<file path="src/rtl/ntt_ctrl.sv">
// Address/control sequencer for a 256-point, 7-layer NTT/INTT with a single butterfly unit.
// Optional hold-based stall is compiled in with `define NTT_CTRL_STALL_EN.
module ntt_ctrl #(
  parameter int BF_LAT  = 3,
  parameter int RAM_LAT = 1
) (
  input  logic       clk,
  input  logic       rst,
  input  logic       start,
  input  logic       mode,
`ifdef NTT_CTRL_STALL_EN
  input  logic       hold,
`endif
  output logic       rd_en,
  output logic [7:0] rd_addr_a,
  output logic [7:0] rd_addr_b,
  output logic [6:0] tw_addr,
  output logic [1:0] bf_sel,
  output logic       wr_en,
  output logic [7:0] wr_addr_a,
  output logic [7:0] wr_addr_b,
  output logic       busy,
  output logic       done
);

  localparam int D = RAM_LAT + BF_LAT;
  localparam logic [3:0] DLAST = 4'(D - 1);

  typedef enum logic [1:0] {IDLE, RUN, DRAIN, DONE} state_t;

  state_t     state_q;
  logic [2:0] layer_q;
  logic [6:0] b_q;
  logic [3:0] dcnt_q;
  logic       mode_q;
  logic       busy_q;
  logic       done_q;
  logic       rd_en_q;
  logic [7:0] rd_a_q;
  logic [7:0] rd_b_q;
  logic [6:0] tw_q;

  logic       dly_vld_q [D];
  logic [7:0] dly_a_q   [D];
  logic [7:0] dly_b_q   [D];

  logic       stall;

`ifdef NTT_CTRL_STALL_EN
  assign stall = hold && ((state_q == RUN) || (state_q == DRAIN));
`else
  assign stall = 1'b0;
`endif

  function automatic logic [3:0] stride_f(input logic [2:0] l, input logic m);
    return m ? ({1'b0, l} + 4'd1) : (4'd7 - {1'b0, l});
  endfunction

  function automatic logic [7:0] addr_a_f(input logic [2:0] l, input logic [6:0] b, input logic m);
    logic [3:0] s;
    logic [7:0] bw;
    s  = stride_f(l, m);
    bw = {1'b0, b};
    return ((bw >> s) << (s + 4'd1)) | (bw & ((8'd1 << s) - 8'd1));
  endfunction

  function automatic logic [7:0] addr_b_f(input logic [2:0] l, input logic [6:0] b, input logic m);
    return addr_a_f(l, b, m) + (8'd1 << stride_f(l, m));
  endfunction

  // Forward walks the twiddle table upward per layer; inverse walks it downward.
  function automatic logic [6:0] tw_f(input logic [2:0] l, input logic [6:0] b, input logic m);
    logic [3:0] s;
    logic [7:0] grp;
    logic [7:0] t;
    s   = stride_f(l, m);
    grp = {1'b0, b} >> s;
    if (m) t = (8'd1 << (4'd8 - s)) - 8'd1 - grp;
    else   t = (8'd1 << l) + grp;
    return t[6:0];
  endfunction

  always_ff @(posedge clk or negedge rst) begin
    if (!rst) begin
      state_q <= IDLE;
      layer_q <= '0;
      b_q     <= '0;
      dcnt_q  <= '0;
      mode_q  <= 1'b0;
      busy_q  <= 1'b0;
      done_q  <= 1'b0;
      rd_en_q <= 1'b0;
      rd_a_q  <= '0;
      rd_b_q  <= '0;
      tw_q    <= '0;
    end else if (!stall) begin
      case (state_q)
        IDLE: begin
          if (start) begin
            state_q <= RUN;
            mode_q  <= mode;
            layer_q <= '0;
            b_q     <= '0;
            busy_q  <= 1'b1;
            rd_en_q <= 1'b1;
            rd_a_q  <= addr_a_f(3'd0, 7'd0, mode);
            rd_b_q  <= addr_b_f(3'd0, 7'd0, mode);
            tw_q    <= tw_f(3'd0, 7'd0, mode);
          end
        end
        RUN: begin
          if (b_q == 7'd127) begin
            state_q <= DRAIN;
            dcnt_q  <= '0;
            rd_en_q <= 1'b0;
          end else begin
            b_q     <= b_q + 7'd1;
            rd_en_q <= 1'b1;
            rd_a_q  <= addr_a_f(layer_q, b_q + 7'd1, mode_q);
            rd_b_q  <= addr_b_f(layer_q, b_q + 7'd1, mode_q);
            tw_q    <= tw_f(layer_q, b_q + 7'd1, mode_q);
          end
        end
        DRAIN: begin
          // Reads of the next layer wait until every write of this layer has landed.
          if (dcnt_q == DLAST) begin
            if (layer_q == 3'd6) begin
              state_q <= DONE;
              done_q  <= 1'b1;
            end else begin
              state_q <= RUN;
              layer_q <= layer_q + 3'd1;
              b_q     <= '0;
              rd_en_q <= 1'b1;
              rd_a_q  <= addr_a_f(layer_q + 3'd1, 7'd0, mode_q);
              rd_b_q  <= addr_b_f(layer_q + 3'd1, 7'd0, mode_q);
              tw_q    <= tw_f(layer_q + 3'd1, 7'd0, mode_q);
            end
          end else begin
            dcnt_q <= dcnt_q + 4'd1;
          end
        end
        DONE: begin
          state_q <= IDLE;
          done_q  <= 1'b0;
          busy_q  <= 1'b0;
        end
        default: state_q <= IDLE;
      endcase
    end
  end

  always_ff @(posedge clk or negedge rst) begin
    if (!rst) begin
      for (int i = 0; i < D; i++) begin
        dly_vld_q[i] <= 1'b0;
        dly_a_q[i]   <= '0;
        dly_b_q[i]   <= '0;
      end
    end else if (!stall) begin
      dly_vld_q[0] <= rd_en_q;
      dly_a_q[0]   <= rd_a_q;
      dly_b_q[0]   <= rd_b_q;
      for (int i = 1; i < D; i++) begin
        dly_vld_q[i] <= dly_vld_q[i-1];
        dly_a_q[i]   <= dly_a_q[i-1];
        dly_b_q[i]   <= dly_b_q[i-1];
      end
    end
  end

  assign rd_en     = rd_en_q & ~stall;
  assign rd_addr_a = rd_a_q;
  assign rd_addr_b = rd_b_q;
  assign tw_addr   = tw_q;
  assign bf_sel    = (dly_vld_q[RAM_LAT-1] && !stall) ? {1'b0, mode_q} : 2'd2;
  assign wr_en     = dly_vld_q[D-1] & ~stall;
  assign wr_addr_a = dly_a_q[D-1];
  assign wr_addr_b = dly_b_q[D-1];
  assign busy      = busy_q;
  assign done      = done_q;

endmodule

</file>
<file path="config.mk">
export PLATFORM = sky130hd
export DESIGN_NAME = ntt_ctrl
export DESIGN_NICKNAME = d
export VERILOG_FILES = /design/src/rtl/ntt_ctrl.sv
export SDC_FILE = /design/constraint.sdc
export NUM_CORES = 1
export LEC_CHECK = 0
export BUFFER_PORTS_ARGS = -buffer_cell sky130_fd_sc_hd__buf_2
export CAP_MARGIN = 5
export CELL_PAD_IN_SITES_DETAIL_PLACEMENT = 0
export CELL_PAD_IN_SITES_GLOBAL_PLACEMENT = 1
export CORE_UTILIZATION = 43
export CTS_BUF_LIST = sky130_fd_sc_hd__clkbuf_4 sky130_fd_sc_hd__clkbuf_8 sky130_fd_sc_hd__clkbuf_16
export DETAILED_ROUTE_END_ITERATION = 10
export PLACE_DENSITY_LB_ADDON = 0.05
export SETUP_SLACK_MARGIN = 0.1
export SKIP_CTS_REPAIR_TIMING = 1
export SLEW_MARGIN = 20
export SYNTH_ARGS = -nofsm -noshare
export SYNTH_HDL_FRONTEND = slang
export SYNTH_SLANG_ARGS = --single-unit
</file>
<file path="constraint.sdc">
create_clock -name clk -period 4.7 [get_ports clk]
set_clock_uncertainty 0.05 [all_clocks]
set_input_delay 0.235 -clock clk [delete_from_list [all_inputs] [get_ports clk]]
set_output_delay 0.235 -clock clk [all_outputs]
set_load 0.01 [all_outputs]
</file>
Word level (Yosys, flattened, before mapping)
Index checks and enable logic that the tools add are counted.
{"block": "word_totals", "ff_bits": 111, "out_inout_bits": 45, "word_cells": 140}
{"block": "op_classes", "n_addsub": 26, "eq_ne": 13, "n_shift": 14, "n_mux": 48, "n_bitwise": 2, "reduce_logical": 14}
{"operator": "7-bit two-way mux", "n": 11}
{"operator": "8-bit two-way mux", "n": 8}
{"operator": "8-bit case mux with 3 select lines", "n": 2}
{"operator": "7-bit case mux with 3 select lines", "n": 2}
{"operator": "8-bit adder", "n": 3}
{"operator": "1-bit by 4-bit left shift with 8-bit output, first input constant", "n": 3}
{"operator": "8-bit by 4-bit left shift with 8-bit output", "n": 3}
{"operator": "1-bit by 4-bit left shift with 7-bit output, first input constant", "n": 3}
{"operator": "7-bit by 1-bit subtractor with 7-bit output, second input constant", "n": 3}
{"operator": "7-bit subtractor", "n": 3}
{"operator": "4-bit by 1-bit adder with 4-bit output, second input constant", "n": 4}
{"operator": "4-bit two-way mux", "n": 4}
{"operator": "7-bit adder", "n": 2}
{"operator": "2-bit != test, second input constant", "n": 7}
{"operator": "1-bit by 3-bit left shift with 7-bit output, first input constant", "n": 2}
{"operator": "3-bit two-way mux", "n": 4}
{"operator": "2-bit two-way mux", "n": 5}
{"operator": "3-bit AND reduction", "n": 3}
{"operator": "3-bit by 1-bit adder with 4-bit output, second input constant", "n": 2}
{"operator": "7-bit by 8-bit AND with 8-bit output", "n": 1}
{"operator": "8-bit OR", "n": 1}
{"operator": "2-bit case mux with 4 select lines", "n": 1}
{"operator": "4-bit case mux with 2 select lines", "n": 1}
{"operator": "4-bit AND reduction", "n": 2}
{"operator": "other kinds (24)", "n": 37}

Logic depth before layout (Yosys ltp)
{"block": "logic_depth", "ltp_word": 11, "mapped_depth": 21, "depth_no_buf": 19}

Worst setup path after synthesis
OpenSTA, ideal clock, no wires.
{"block": "synth_path", "kind": "flip-flop to flip-flop", "from": "reg layer_q[0]", "to": "reg rd_b_q[6] (netlist: rd_addr_b[6])", "setup_ns": 0.128, "arrival_ns": 4.681, "required_time_ns": 4.522, "path_slack_ns": -0.159, "path_stages_with_launch": 22, "synth_period_minus_slack_ns": 4.859, "path_cell_list": "dfrtp_1 -> inv_1 -> clkbuf_1 -> clkbuf_1 -> ha_1 -> and2_1 -> nor2_1 -> nor2_1 -> ha_1 -> clkbuf_1 -> nor3_1 -> nand4_1 -> o21ai_0 -> ha_1 -> fa_1 -> a21o_1 -> a21oi_1 -> o21bai_1 -> a21oi_1 -> xnor2_1 -> a22oi_1 -> o21ai_0"}
{"block": "synth_between", "elab_chain_cells": 9, "elab_cells_between_ends": 27, "classes_between": "add/sub: 10; eq/ne: 2; shift: 6; mux: 6; bitwise: 2; reduce/logical: 1"}
{"item": "start: declaration", "line": "32", "rtl": "logic [2:0] layer_q;"}
{"item": "start signal: assignment", "line": "132", "rtl": "layer_q <= layer_q + 3'd1;"}
{"item": "3-bit by 1-bit adder with 3-bit output (tied with other cells)", "line": "136", "rtl": "rd_b_q <= addr_b_f(layer_q + 3'd1, 7'd0, mode_q);"}
{"item": "3-bit by 3-bit subtractor with 4-bit output (tied with other cells)", "line": "56", "rtl": "return m ? ({1'b0, l} + 4'd1) : (4'd7 - {1'b0, l});"}
{"item": "4-bit two-way mux / 1-bit by 4-bit left shift with 8-bit output (equally long branches)", "line": "56, 64, 68"}
{"item": "4-bit by 1-bit adder with 4-bit output (tied with other cells)", "line": "64", "rtl": "return ((bw >> s) << (s + 4'd1)) | (bw & ((8'd1 << s) - 8'd1));"}
{"item": "8-bit by 4-bit left shift with 8-bit output / 7-bit by 8-bit AND with 8-bit output (equally long branches)", "line": "64"}
{"item": "8-bit adder / 8-bit OR (equally long branches)", "line": "68, 64"}
{"item": "8-bit two-way mux / 8-bit adder (equally long branches)", "line": "127, 68"}
{"item": "8-bit two-way mux (on tied branches)", "line": "126, 112"}
{"item": "8-bit case mux with 3 select lines", "line": "97", "rtl": "case (state_q)"}
{"item": "end signal: assignment", "line": "107", "rtl": "rd_b_q <= addr_b_f(3'd0, 7'd0, mode);"}
{"item": "end signal: assignment", "line": "120", "rtl": "rd_b_q <= addr_b_f(layer_q, b_q + 7'd1, mode_q);"}
{"item": "end signal: assignment", "line": "136"}
{"item": "end: declaration", "line": "40", "rtl": "logic [7:0] rd_b_q;"}
Parallel ways exist; a longest one is shown, timed or not. The select of a mux whose other input is x is not followed.
A chain may end at the register's enable or synchronous reset.

Worst setup path in the final report
{"block": "layout_path", "from": "reg b_q[0]", "to": "reg tw_q[4] (netlist: tw_addr[4])"}
{"block": "layout_between", "elab_chain_cells": 6, "elab_cells_between_ends": 10, "classes_between": "add/sub: 3; eq/ne: 2; shift: 1; mux: 3; reduce/logical: 1"}
{"item": "start: declaration", "line": "33", "rtl": "logic [6:0] b_q;"}
{"item": "start signal: assignment", "line": "117", "rtl": "b_q <= b_q + 7'd1;"}
{"item": "7-bit by 1-bit adder with 7-bit output", "line": "121", "rtl": "tw_q <= tw_f(layer_q, b_q + 7'd1, mode_q);"}
{"item": "7-bit by 4-bit >> shifter with 8-bit output", "line": "77", "rtl": "grp = {1'b0, b} >> s;"}
{"item": "7-bit adder / 7-bit subtractor (equally long branches)", "line": "79, 78"}
{"item": "7-bit two-way mux", "line": "78", "rtl": "if (m) t = (8'd1 << (4'd8 - s)) - 8'd1 - grp;"}
{"item": "7-bit two-way mux", "line": "112", "rtl": "if (b_q == 7'd127) begin"}
{"item": "7-bit case mux with 3 select lines", "line": "97"}
{"item": "end signal: assignment", "line": "108", "rtl": "tw_q <= tw_f(3'd0, 7'd0, mode);"}
{"item": "end signal: assignment", "line": "121"}
{"item": "end signal: assignment", "line": "137", "rtl": "tw_q <= tw_f(layer_q + 3'd1, 7'd0, mode_q);"}
{"item": "end: declaration", "line": "41", "rtl": "logic [6:0] tw_q;"}
Parallel ways exist; a longest one is shown, timed or not. The select of a mux whose other input is x is not followed.

==> results.json <==
{
  "worstHoldStart": "mode",
  "cp_max_fo": 10,
  "ys_ff_latch": 111,
  "cpMaxStageDelayCell": "dfrtp_1",
  "worstSetupEndpointType": "flip-flop",
  "max_freq_ghz": 0.231,
  "pwr-share-clk_pct": 12.5,
  "slew_headroom_pct": 35.7,
  "synthCells": 692,
  "swShare_pct": 49.2,
  "dp.cells": 900,
  "synthArstFlopShare_pct": 100,
  "r2r_cells": 17,
  "worst_setup_path_start_kind": "flip-flop",
  "syn_nets": 741,
  "worst_pin_slew_ps": 964,
  "finalCritPeriodShare_pct": 92.2,
  "dieWidth_um": 126,
  "cts_sinks": 111,
  "crit_type": "reg -> reg",
  "clk_latency_ps": 350,
  "grt_first_pass_wirelength_um": 29800,
  "holdPathStages": 2,
  "tritoncts": "done",
  "comb_power_share_pct": 64.6,
  "crit_arrival_ps": 4500,
  "fin_crit_ps": 4330,
  "cpPeakStageDelay_ps": 530,
  "rows": 45,
  "worstSetupStartpoint": "b_q[0]$_DFFE_PN0P_",
  "finalMaxSlewViolations": 0,
  "hold_class": "in -> reg",
  "pin_count": 49,
  "path_common_cell": "nand2_1",
  "yosys.area.top_type": "dfrtp_1",
  "clockBufferDepth": 2,
  "p_per_area_nw_per_um2": 844,
  "antenna_found_initial": 0,
  "gp_congestion": 0.914,
  "portBuffers": 48,
  "power.switching_uw": 3060,
  "drtPass1Iterations": 5,
  "path_cells": "ha_1 > and4_4 > and3b_1 > o31ai_4 > nor2_1 > nand2_1 > nand2_1 > inv_1 > ha_1 > fa_1 > a21o_1 > a21oi_1 > xnor2_1 > nand2_1 > o21ai_0 > a221oi_1 > o31ai_1",
  "die-area_um2": 15900,
  "antenna_left": 0,
  "cts-root-buf": "clkbuf_16",
  "initialDrtViolationCount": 363,
  "fillers": 1435,
  "antenna_cells": 0,
  "fin_hold_ws_ps": 113,
  "p_leak_uw": 0.00359,
  "synthFlopType": "dfrtp_1",
  "synth.most_common_cell": "dfrtp_1",
  "h-tree-depth": 3,
  "cts_buffers": 9,
  "yosysWarnings": 0,
  "power.share.sequential_pct": 22.9,
  "synth_area_um2": 6640,
  "synth_area_leaders": "dfrtp_1, ha_1, nand2_1, o21ai_0, a21oi_1",
  "vias_per_cell": 5.90,
  "nets": 777,
  "vias": 5436,
  "tns_ps": 0,
  "core-area_um2": 15100,
  "synth_area_per_cell_um2": 9.59,
  "grt_pass1_vias": 5170,
  "yosys.cell_types.count": 83,
  "outcome": "completed",
  "hpwl_um": 14500,
  "crit_required_ps": 4870,
  "vdd_ir_drop_max_uv": 388,
  "setup_viol": 0,
  "drt_wl_total_um": 19000,
  "instances_no_fill": 921,
  "cts.clk_slew.worst_paths_ps": 70,
  "synth_top_cell_area_share_pct": 41.8,
  "drv_cap": 0,
  "synth-edff-count": 0,
  "rsz0062_at_grt": "false",
  "drcViolationCount": 0,
  "synth_top_cells_by_count": "dfrtp_1, nand2_1, o21ai_0",
  "track_usage_pct": 24.7,
  "layout-drive-gt1-share_pct": 16.4,
  "grt_max_degree": 60,
  "start_util_pct": 43.8,
  "seq_area_frac_synth_pct": 41.8,
  "syn_to_final_growth_pct": 11.1,
  "post-route-util_pct": 48.7,
  "worstReg2RegStart": "b_q[0]$_DFFE_PN0P_",
  "grt-ovfl-total": 0,
  "die_h_um": 126,
  "wl_per_cell_um": 20.6,
  "finalHoldViolations": 0,
  "intPower_uw": 3160
}
through the flow:
stage	setup slack [ps]	total power, uW	area [um^2]
floorplan	218	4090	6640
global placement	362	5380	7000
detailed placement	283	5340	7000
CTS	218	6160	7320
global route	107	6680	7380
finish	369	6230	7380
critical path: cells and delay by family (launching register included):
kind / cells / cell delay, ps
simple gates: 6 / 1310
flops: 1 / 530
xor+xnor: 1 / 90
fa+ha+maj: 3 / 990
compound gates: 6 / 1150
buf+inv: 1 / 70
cell families after synthesis:
family / count (synthesis) / synth area share [%]
XOR/XNOR: 26 / 3.43
flip-flops: 111 / 41.8
AO/OA/AOI/OAI: 198 / 21.7
adder cells (fa/ha/maj): 45 / 8.82
buffers and inverters: 90 / 6.65
AND/OR/NAND/NOR: 212 / 15.9
multiplexers: 10 / 1.62
final cells by class:
cell class / count / area [um^2] / share of cell area (%)
clock buffers: 10 / 233 / 3.15
clock inverters: 6 / 80.1 / 1.09
inverters: 37 / 139 / 1.88
multi-input cells: 491 / 3440 / 46.6
flip-flops and latches: 111 / 2780 / 37.7
well taps: 188 / 235 / 3.19
repair buffers: 78 / 470 / 6.38
layer usage:
layer / vias to the layer above / GRT usage [%] / routed length (um)
met5: - / 0 / 0
met4: 0 / 10.4 / 641
met1: 2640 / 34.3 / 8950
met3: 40 / 4.21 / 958
li1: 2571 / - / -
met2: 185 / 38.0 / 8430
power by group through the flow:
stage                     registers, uW  clock network, uW  logic (uW)
final                              1430                782        4020
after floorplan                    1430                  0        2660
after CTS                          1430                813        3920
after global routing               1470                838        4370
after global placement             1430                  0        3950
after detailed placement           1440                  0        3900
layout by cell type, fill, tap and decap left out, drive strengths merged, types with 5 or more instances in the layout:
cell,instances
a211oi,7
a21o,9
a21oi,30
a221o,6
a221oi,5
a22o,10
a22oi,6
a31oi,14
and2,9
and3,10
and4,5
buf,77
clkbuf,10
dfrtp,111
ha,42
inv,38
mux2i,7
nand2,71
nand2b,8
nand3,17
nand4,8
nor2,39
nor2b,10
nor3,18
o211ai,7
o21ai,44
o311ai,6
o31ai,11
xnor2,16
xor2,10
registers in the layout, indices dropped and copies added, names as in the netlist:
register	flops
layer_q	3
wr_addr_a	8
busy	1
rd_addr_a	8
rd_addr_b	8
dly_vld_q	3
wr_addr_b	8
b_q	7
done	1
tw_addr	7
dcnt_q	4
rd_en	1
state_q	2
mode_q	1
dly_b_q	24
wr_en	1
dly_a_q	24
final timing paths:
| path | end | slack (ps) |
|---|---|---|
| setup / recovery | tw_addr[4]$_DFFE_PN0P_ | 370 |
| hold / removal | mode_q$_DFFE_PN0P_ | 110 |
| setup reg to reg | tw_addr[4]$_DFFE_PN0P_ | 370 |
| hold reg to reg | dly_b_q[20]$_DFF_PN0_ | 300 |
| max in group asynchronous | wr_addr_a[3]$_DFF_PN0_ | 3020 |
| min in group asynchronous | wr_en$_DFF_PN0_ | 460 |
No activity file was read; power rests on OpenSTA's default activity.
